`config.mk`:
```
export PLATFORM = sky130hd
export DESIGN_NAME = ysyx_24080014_fetch_seq_flat
export DESIGN_NICKNAME = d
export VERILOG_FILES = /design/src/rtl/ysyx_24080014_fetch_seq_if.sv /design/src/rtl/ysyx_24080014_fetch_seq.sv /design/src/flat_wrapper.sv
export SDC_FILE = /design/constraint.sdc
export NUM_CORES = 1
export LEC_CHECK = 0
export BUFFER_PORTS_ARGS = -buffer_cell sky130_fd_sc_hd__buf_2
export CAP_MARGIN = 25
export CELL_PAD_IN_SITES_DETAIL_PLACEMENT = 1
export CELL_PAD_IN_SITES_GLOBAL_PLACEMENT = 1
export CORE_MARGIN = 5
export CORE_UTILIZATION = 25
export CTS_CLUSTER_DIAMETER = 100
export CTS_CLUSTER_SIZE = 20
export DETAILED_ROUTE_END_ITERATION = 8
export HOLD_SLACK_MARGIN = 0.06
export MAX_ROUTING_LAYER = met4
export PLACE_DENSITY_LB_ADDON = 0.1
export SLEW_MARGIN = 5
export SYNTH_ARGS = -nofsm -noshare
export SYNTH_HDL_FRONTEND = slang
export SYNTH_SLANG_ARGS = --single-unit
```
`constraint.sdc`:
```
create_clock -name clk -period 3.15 [get_ports clk]
set_input_delay 0.1575 -clock clk [delete_from_list [all_inputs] [get_ports clk]]
set_output_delay 0.1575 -clock clk [all_outputs]
set_load 0.01 [all_outputs]
```
`src/rtl/ysyx_24080014_fetch_seq_if.sv`:
```
// Fetch sequencer bus bundle: instruction-memory handshake, decode hand-off,
// writeback feedback and status. The sequencer drives the master side.
interface ysyx_24080014_fetch_seq_if;
  logic        imem_req_valid;
  logic        imem_req_ready;
  logic [31:0] imem_req_addr;
  logic        imem_resp_valid;
  logic [31:0] imem_resp_data;
  logic        imem_resp_err;
  logic        inst_valid;
  logic        inst_ready;
  logic [31:0] inst;
  logic [31:0] pc;
  logic        wb_done;
  logic [31:0] next_pc;
  logic        halt;
  logic        halted;
  logic        fault;
  logic [1:0]  fault_cause;
  logic [31:0] fault_addr;
  logic [31:0] retire_cnt;

  modport master (
    output imem_req_valid, imem_req_addr, inst_valid, inst, pc,
           halted, fault, fault_cause, fault_addr, retire_cnt,
    input  imem_req_ready, imem_resp_valid, imem_resp_data, imem_resp_err,
           inst_ready, wb_done, next_pc, halt
  );

  modport slave (
    input  imem_req_valid, imem_req_addr, inst_valid, inst, pc,
           halted, fault, fault_cause, fault_addr, retire_cnt,
    output imem_req_ready, imem_resp_valid, imem_resp_data, imem_resp_err,
           inst_ready, wb_done, next_pc, halt
  );
endinterface

```
`src/rtl/ysyx_24080014_fetch_seq.sv`:
```
// Fetch sequencer: owns the PC, fetches over a valid/ready bus, hands the
// instruction to decode, and advances on retirement until halt or fault.
module ysyx_24080014_fetch_seq #(
  parameter logic [31:0] RESET_PC = 32'h8000_0000,
  parameter int unsigned TIMEOUT  = 255
) (
  input  logic                          clk,
  input  logic                          rst,
  ysyx_24080014_fetch_seq_if.master     bus
);

  localparam int unsigned TIMER_W = 8;
  localparam logic [TIMER_W-1:0] TIMER_LAST = TIMER_W'(TIMEOUT - 1);

  localparam logic [1:0] CAUSE_BUS   = 2'd1;
  localparam logic [1:0] CAUSE_TMO   = 2'd2;
  localparam logic [1:0] CAUSE_ALIGN = 2'd3;

  typedef enum logic [2:0] {
    S_FETCH_REQ,
    S_FETCH_WAIT,
    S_ISSUE,
    S_EXECUTE,
    S_HALTED,
    S_FAULT
  } state_e;

  state_e             state_q;
  logic [31:0]        pc_q;
  logic [31:0]        inst_q;
  logic [31:0]        retire_cnt_q;
  logic [1:0]         fault_cause_q;
  logic [31:0]        fault_addr_q;
  logic [TIMER_W-1:0] timer_q;

  always_ff @(posedge clk) begin
    if (rst) begin
      state_q       <= S_FETCH_REQ;
      pc_q          <= RESET_PC;
      inst_q        <= '0;
      retire_cnt_q  <= '0;
      fault_cause_q <= '0;
      fault_addr_q  <= '0;
      timer_q       <= '0;
    end else begin
      case (state_q)
        S_FETCH_REQ: begin
          if (bus.imem_req_ready) begin
            state_q <= S_FETCH_WAIT;
            timer_q <= '0;
          end
        end
        // A response in the timeout cycle takes priority over the timeout.
        S_FETCH_WAIT: begin
          timer_q <= timer_q + TIMER_W'(1);
          if (bus.imem_resp_valid) begin
            if (bus.imem_resp_err) begin
              state_q       <= S_FAULT;
              fault_cause_q <= CAUSE_BUS;
              fault_addr_q  <= pc_q;
            end else begin
              inst_q  <= bus.imem_resp_data;
              state_q <= S_ISSUE;
            end
          end else if (timer_q == TIMER_LAST) begin
            state_q       <= S_FAULT;
            fault_cause_q <= CAUSE_TMO;
            fault_addr_q  <= pc_q;
          end
        end
        S_ISSUE: begin
          if (bus.inst_ready) begin
            state_q <= S_EXECUTE;
          end
        end
        // Halt outranks a misaligned target on the same retirement.
        S_EXECUTE: begin
          if (bus.wb_done) begin
            retire_cnt_q <= retire_cnt_q + 32'd1;
            if (bus.halt) begin
              state_q <= S_HALTED;
            end else if (bus.next_pc[1:0] != 2'b00) begin
              state_q       <= S_FAULT;
              fault_cause_q <= CAUSE_ALIGN;
              fault_addr_q  <= bus.next_pc;
            end else begin
              pc_q    <= bus.next_pc;
              state_q <= S_FETCH_REQ;
            end
          end
        end
        S_HALTED, S_FAULT: ;
        default: state_q <= S_FETCH_REQ;
      endcase
    end
  end

  // Request valid is forced low while reset is held.
  assign bus.imem_req_valid = (state_q == S_FETCH_REQ) && !rst;
  assign bus.imem_req_addr  = pc_q;
  assign bus.inst_valid     = (state_q == S_ISSUE);
  assign bus.inst           = inst_q;
  assign bus.pc             = pc_q;
  assign bus.halted         = (state_q == S_HALTED);
  assign bus.fault          = (state_q == S_FAULT);
  assign bus.fault_cause    = fault_cause_q;
  assign bus.fault_addr     = fault_addr_q;
  assign bus.retire_cnt     = retire_cnt_q;

endmodule
```
`src/flat_wrapper.sv`:
```
// flat-port wrapper written by rule: the top's interface ports become plain ports
module ysyx_24080014_fetch_seq_flat 
#(
  parameter logic [31:0] RESET_PC = 32'h8000_0000,
  parameter int unsigned TIMEOUT  = 255
)
  (clk, rst, bus_imem_req_valid, bus_imem_req_addr, bus_inst_valid, bus_inst, bus_pc, bus_halted, bus_fault, bus_fault_cause, bus_fault_addr, bus_retire_cnt, bus_imem_req_ready, bus_imem_resp_valid, bus_imem_resp_data, bus_imem_resp_err, bus_inst_ready, bus_wb_done, bus_next_pc, bus_halt);
  ysyx_24080014_fetch_seq_if bus_i ();
  input  logic clk;
  input  logic rst;
  output wire logic [$bits(bus_i.imem_req_valid)-1:0] bus_imem_req_valid;
  output wire logic [$bits(bus_i.imem_req_addr)-1:0] bus_imem_req_addr;
  output wire logic [$bits(bus_i.inst_valid)-1:0] bus_inst_valid;
  output wire logic [$bits(bus_i.inst)-1:0] bus_inst;
  output wire logic [$bits(bus_i.pc)-1:0] bus_pc;
  output wire logic [$bits(bus_i.halted)-1:0] bus_halted;
  output wire logic [$bits(bus_i.fault)-1:0] bus_fault;
  output wire logic [$bits(bus_i.fault_cause)-1:0] bus_fault_cause;
  output wire logic [$bits(bus_i.fault_addr)-1:0] bus_fault_addr;
  output wire logic [$bits(bus_i.retire_cnt)-1:0] bus_retire_cnt;
  input wire logic [$bits(bus_i.imem_req_ready)-1:0] bus_imem_req_ready;
  input wire logic [$bits(bus_i.imem_resp_valid)-1:0] bus_imem_resp_valid;
  input wire logic [$bits(bus_i.imem_resp_data)-1:0] bus_imem_resp_data;
  input wire logic [$bits(bus_i.imem_resp_err)-1:0] bus_imem_resp_err;
  input wire logic [$bits(bus_i.inst_ready)-1:0] bus_inst_ready;
  input wire logic [$bits(bus_i.wb_done)-1:0] bus_wb_done;
  input wire logic [$bits(bus_i.next_pc)-1:0] bus_next_pc;
  input wire logic [$bits(bus_i.halt)-1:0] bus_halt;
  assign bus_imem_req_valid = bus_i.imem_req_valid;
  assign bus_imem_req_addr = bus_i.imem_req_addr;
  assign bus_inst_valid = bus_i.inst_valid;
  assign bus_inst = bus_i.inst;
  assign bus_pc = bus_i.pc;
  assign bus_halted = bus_i.halted;
  assign bus_fault = bus_i.fault;
  assign bus_fault_cause = bus_i.fault_cause;
  assign bus_fault_addr = bus_i.fault_addr;
  assign bus_retire_cnt = bus_i.retire_cnt;
  assign bus_i.imem_req_ready = bus_imem_req_ready;
  assign bus_i.imem_resp_valid = bus_imem_resp_valid;
  assign bus_i.imem_resp_data = bus_imem_resp_data;
  assign bus_i.imem_resp_err = bus_imem_resp_err;
  assign bus_i.inst_ready = bus_inst_ready;
  assign bus_i.wb_done = bus_wb_done;
  assign bus_i.next_pc = bus_next_pc;
  assign bus_i.halt = bus_halt;
  ysyx_24080014_fetch_seq #(.RESET_PC(RESET_PC), .TIMEOUT(TIMEOUT)) u_core (.clk(clk), .rst(rst), .bus(bus_i));
endmodule
```
## Word level (Yosys, flattened, before mapping)

Cells that the tools add are included.

- $add $sub $neg: 2
- $mul: 0
- Div/mod/pow operators: 0
- $lt $le $gt $ge: 0
- Equality and inequality tests: 13
- Shift operators: 0
- Muxes and demuxes: 25
- Bitwise operators: 4
- Reductions and logical operators: 13

Operator list:

| operator | count |
|---|---|
| $mux 32 | 6 |
| $pmux 32 s2 | 1 |
| $add 32x1->32 const B | 1 |
| $mux 3 | 8 |
| $pmux 8 s2 | 1 |
| $pmux 3 s5 | 1 |
| $mux 2 | 6 |
| $add 8x1->8 const B | 1 |
| $eq 8x8->1 const B | 1 |
| $mux 8 | 1 |
| $eq 3x2->1 const B | 2 |
| $eq 3x3->1 const B | 2 |
| $ne 2x2->1 const B | 3 |
| $reduce_and 6->1 | 1 |
| $reduce_bool 2->1 | 3 |
| $reduce_and 5->1 | 1 |
| $ne 2x1->1 const B | 2 |
| $not 1->1 | 4 |
| $pmux 2 s2 | 1 |
| $reduce_and 2->1 | 2 |
| $reduce_and 4->1 | 1 |
| $eq 3x1->1 const B | 1 |
| $logic_not 3->1 | 1 |
| $ne 3x2->1 const B | 1 |
| 5 further kinds | 5 |

- Flip-flop bits (word level): 141
- Bits in latches: 0
- Memory bits (writable): 0
- Memory bits (read-only): 0
- Input bits: 72
- Output and inout port bits: 166
- Word-level logic and storage cells: 64
- Memories: 0

## Longest topological paths before layout

- Depth in word-level cells: 5
- Depth in mapped cells: 8
- Mapped depth without buffers: 6

## Least setup slack after synthesis

OpenSTA, ideal clock, no wires.

- Path type: reg2reg
- Start: register u_core.retire_cnt_q[15] (netlist: u_core.bus.retire_cnt[15])
- End: register u_core.retire_cnt_q[29] (netlist: u_core.bus.retire_cnt[29])
- Library setup time: 0.123 ns
- Data arrival time: 1.848 ns
- Data required time: 3.027 ns
- Setup slack: 1.178 ns
- Stages on the path, launching flop included: 6
- Buffers on the path: 1
- Period minus slack after synthesis: 1.972 ns
- Path through: dfxtp_1 nand4_2 or4_4 buf_6 nor4_4 mux2_1

- Cells in the longest elaborated chain, start to end: 1

RTL lines:

| element | RTL line | text |
|---|---|---|
| from (decl) | ysyx_24080014_fetch_seq.sv:31 | `logic [31:0] retire_cnt_q;` |
| from (signal assigned) | ysyx_24080014_fetch_seq.sv:79 | `retire_cnt_q <= retire_cnt_q + 32'd1;` |
| $add 32x1->32 | ysyx_24080014_fetch_seq.sv:79 |  |

No other way between the ends.
A chain may end at the register's enable or synchronous reset.

## Worst setup path in the final report

- Start: register u_core.state_q[0]
- End: register u_core.fault_cause_q[1] (netlist: u_core.bus.fault_cause[1])

- Cells in the longest elaborated chain, start to end: 3
- Elaborated cells between the ends (all ways): 10
- Those cells by class: eq/ne (7); mux (1); reduce/logical (2)

RTL lines:

| element | RTL line | text |
|---|---|---|
| from (decl) | ysyx_24080014_fetch_seq.sv:28 | `state_e state_q;` |
| from (signal assigned) | ysyx_24080014_fetch_seq.sv:38 | `state_q <= S_FETCH_REQ;` |
| from (signal assigned) | ysyx_24080014_fetch_seq.sv:49 | `state_q <= S_FETCH_WAIT;` |
| from (signal assigned) | ysyx_24080014_fetch_seq.sv:58 | `state_q <= S_FAULT;` |
| $eq 3x1->1 / $eq 3x2->1 (equally long branches) | ysyx_24080014_fetch_seq.sv:46 | `case (state_q)` |
| $ne 3x3->1 (no source line) (tied with other cells) | -- |  |
| $reduce_and 6->1 (no source line) | -- |  |
| to (signal assigned) | ysyx_24080014_fetch_seq.sv:42 | `fault_cause_q <= '0;` |
| to (signal assigned) | ysyx_24080014_fetch_seq.sv:59 | `fault_cause_q <= CAUSE_BUS;` |
| to (signal assigned) | ysyx_24080014_fetch_seq.sv:67 | `fault_cause_q <= CAUSE_TMO;` |
| to (decl) | ysyx_24080014_fetch_seq.sv:32 | `logic [1:0] fault_cause_q;` |

Several ways; a longest one is shown, not always the timed one.

==> flow_summary.yaml <==
run_status:
  outcome: "completed"
placed_design:
  io_buffers: 237
  hpwl_mm: 15.67
  gp_congestion: 0.7383
  pre_cts_ws_ns: 0.8526
logic_synthesis:
  synth_cells: 776
  syn-num-nets: 851
  synth_top_family_by_area: "simple AND/OR/NAND/NOR gates"
  synth_seq_cells: 141
  async_reset_ff_frac: 0
  yosys.area_share.simple: 0.2443
  synthMuxAreaShare: 0.01863
  synth_compound_area_frac: 0.2011
  avgSynthCellArea_um2: 8.396
  synth_top_area_frac: 0.4333
  synth_ff_type: "dfxtp_1"
  yosysWarnings: 0
  syn-cell-area_um2: 6515
  synth_xor_area_frac: 0.01075
  synthTopCellsByArea: "dfxtp_1, nand2_1, a21oi_1"
  synth_edf_count: 0
  yosysTopAreaCell: "dfxtp_1"
  synth_cell_types: 52
  post_synth_fa_ha_maj_area_fraction: 0.005761
  synth_seq_area_share: 0.4333
layout:
  n_fill_cell: 3088
  final_cell_mix: "buf_2, nand2_1, dfxtp_1, a21oi_1, dlygate4sd3_1"
  final_common_cell: "buf_2"
  diodes: 0
  syn_to_final_growth_pct: 38.85
  nets: 1090
  regArea_um2: 2824
  final_layout_size_suffix_gt1_frac: 0.3181
  multi_input_area_um2: 3149
sta:
  grt_setup_unrepaired: "false"
  fin_skew_ns: 0.01140
  drv_slew: 0
  worst_slack_ns: 0.5844
  worst_pin_slew_ns: 0.8312
  hold_slack_ns: 0.1090
  period_share: 0.8145
  tns_ns: 0
  finalHoldViolCount: 0
  min_period_ns: 2.566
  timing.fmax_mhz: 389.8
  setup_viol: 0
  maxSlewHeadroom: 0.4458
clocking:
  tritoncts: "built"
  ctsResizeCount: 0
  clock-sinks: 141
  clkSlewWorstSetupHoldPaths_ns: 0.07
  clock_latency_ns: 0.42
  cts_max_level: 4
  cts_setup_buffers: 0
  hold_buffers: 64
  cts_max_path_buffers: 2
  numCtsBuffers: 17
  cts_root_buf: "clkbuf_16"
grt:
  track_usage: 0.1613
  grt_pass1_wl_mm: 36.56
  antenna_found_initial: 0
  grt_remaining_overflow: 0
  grt_max_degree: 92
  grt_pass1_vias: 6643
critical_path:
  r2r_cells: 7
  cp.required_ns: 3.45
  cp-end-kind: "flip-flop"
  crit_fanout: 36
  critPathKind: "reg -> reg"
  crit_path_start: "u_core.state_q[0]$_SDFFE_PP0P_"
  critPathCapture: "u_core.bus.fault_cause[1]$_SDFFE_PP0P_"
  startpoint_type: "flip-flop"
  reg2reg_to: "u_core.bus.fault_cause[1]$_SDFFE_PP0P_"
  crit_arrival_ns: 2.87
  rr_startpoint: "u_core.state_q[0]$_SDFFE_PP0P_"
  r2r_slack_ns: 0.58
floorplanning:
  row_count: 59
  die-area_um2: 29390
  die_x_um: 171.4
  pin_count: 238
  design.core.area_um2: 25840
  start_util: 0.2522
  fp.dieH_um: 171.4
routing:
  drc: 0
  drt_iter0_drc: 228
  vias: 6438
  ant_nets: 0
  wl_per_cell_um: 17.21
  wirelength_mm: 23.45
  drt-pass1-iter-count: 4
  via_per_inst: 4.723
power_and_ir_drop:
  p_leak_nw: 3.703
  ir_drop_uv: 275.1
  p_per_area_nw_per_um2: 622.8
worst_hold_path:
  holdCritPathClass: "in -> reg"
  hp-start: "bus_next_pc[1]"
run:
  drv_cap: 0
-- logic make-up after synthesis --
family,count (synthesis)
muxes,11
buffers and inverters,105
and+or+nand+nor,324
adders and majority gates,3
DFF,141
xor gates and xnor gates,8
AOI/OAI and AO/OA,184
-- sequential cells by signal, indices dropped and copies added, names as in the netlist --
signal / flops
u_core.bus.fault_addr: 32
u_core.bus.fault_cause: 2
u_core.bus.imem_req_addr: 32
u_core.bus.inst: 32
u_core.bus.retire_cnt: 32
u_core.state_q: 3
u_core.timer_q: 8
-- synthesized netlist by cell type, drive strengths merged (2+ instances only) --
cell type,count
or3,6
o21a,2
clkbuf,46
o31ai,9
mux2i,2
a21oi,118
nor4,11
and4,4
nand2b,2
o311ai,2
dfxtp,141
a311oi,33
inv,8
and2,4
buf,51
nor2,29
nand3b,5
a211oi,5
xor2,5
mux2,9
or2,3
nand2,172
ha,3
nand3,44
nand4,7
nor3b,3
or4,12
nor3,6
and3,2
nor2b,11
xnor2,3
o21ai,8
-- critical path, stage by stage, from the launching register on --
cell and delay, ns:
dfxtp_2 0.40, buf_4 0.27, nor3b_4 0.45, o211ai_4 0.12, buf_4 0.31, a21oi_1 0.23, a311oi_1 0.07, dlygate4sd3_1 0.59
-- worst min path at each step --
stage	end	slack (ns)	cells past startpoint
after floorplan	u_core.bus.fault_cause[1]$_SDFFE_PP0P_	0.27	1
after global placement	u_core.bus.imem_req_addr[31]$_SDFFE_PP1P_	0.40	3
after detailed placement	u_core.bus.imem_req_addr[31]$_SDFFE_PP1P_	0.40	3
after CTS	u_core.bus.fault_addr[1]$_SDFFE_PP0P_	0.09	3
after global routing	u_core.bus.fault_addr[1]$_SDFFE_PP0P_	0.11	3
final	u_core.bus.fault_addr[1]$_SDFFE_PP0P_	0.11	3
-- layer usage --
metal	track usage	wire length (um)	part of all wire
met5	-	0	0
met2	0.2670	11490	0.49
met4	0.03100	185	0.0079
met3	0.04298	1231	0.052
met1	0.1999	10540	0.45
-- through the flow --
step | cell area [um^2] | utilization | std cells | total power, mW
finish | 9046 | 0.3501 | 1363 | 5.634
floorplan | 6515 | - | 776 | 2.898
CTS | 9046 | 0.3501 | 1363 | 5.747
detailed placement | 7747 | 0.2999 | 1267 | 3.374
global route | 9046 | 0.3501 | 1363 | 5.943
global placement | 7747 | 0.2999 | 1267 | 3.367
-- power breakdown --
part	internal [mW]	total [mW]	leakage, nW	switching, mW
registers	1.95	2.07	1.14	0.115
logic	0.521	1.31	2.24	0.787
clock network	1.39	2.26	0.320	0.862
-- final cells by class --
class                      count  share of cell area
multi-input combinational    530              0.3481
sequential                   141              0.3122
timing repair buffer         317              0.2173
clock buffer                  19             0.05007
tap                          335             0.04633
clock inverter                13             0.02268
inverter                       8            0.003320
Note: power is estimated with default switching activity, not from simulation.
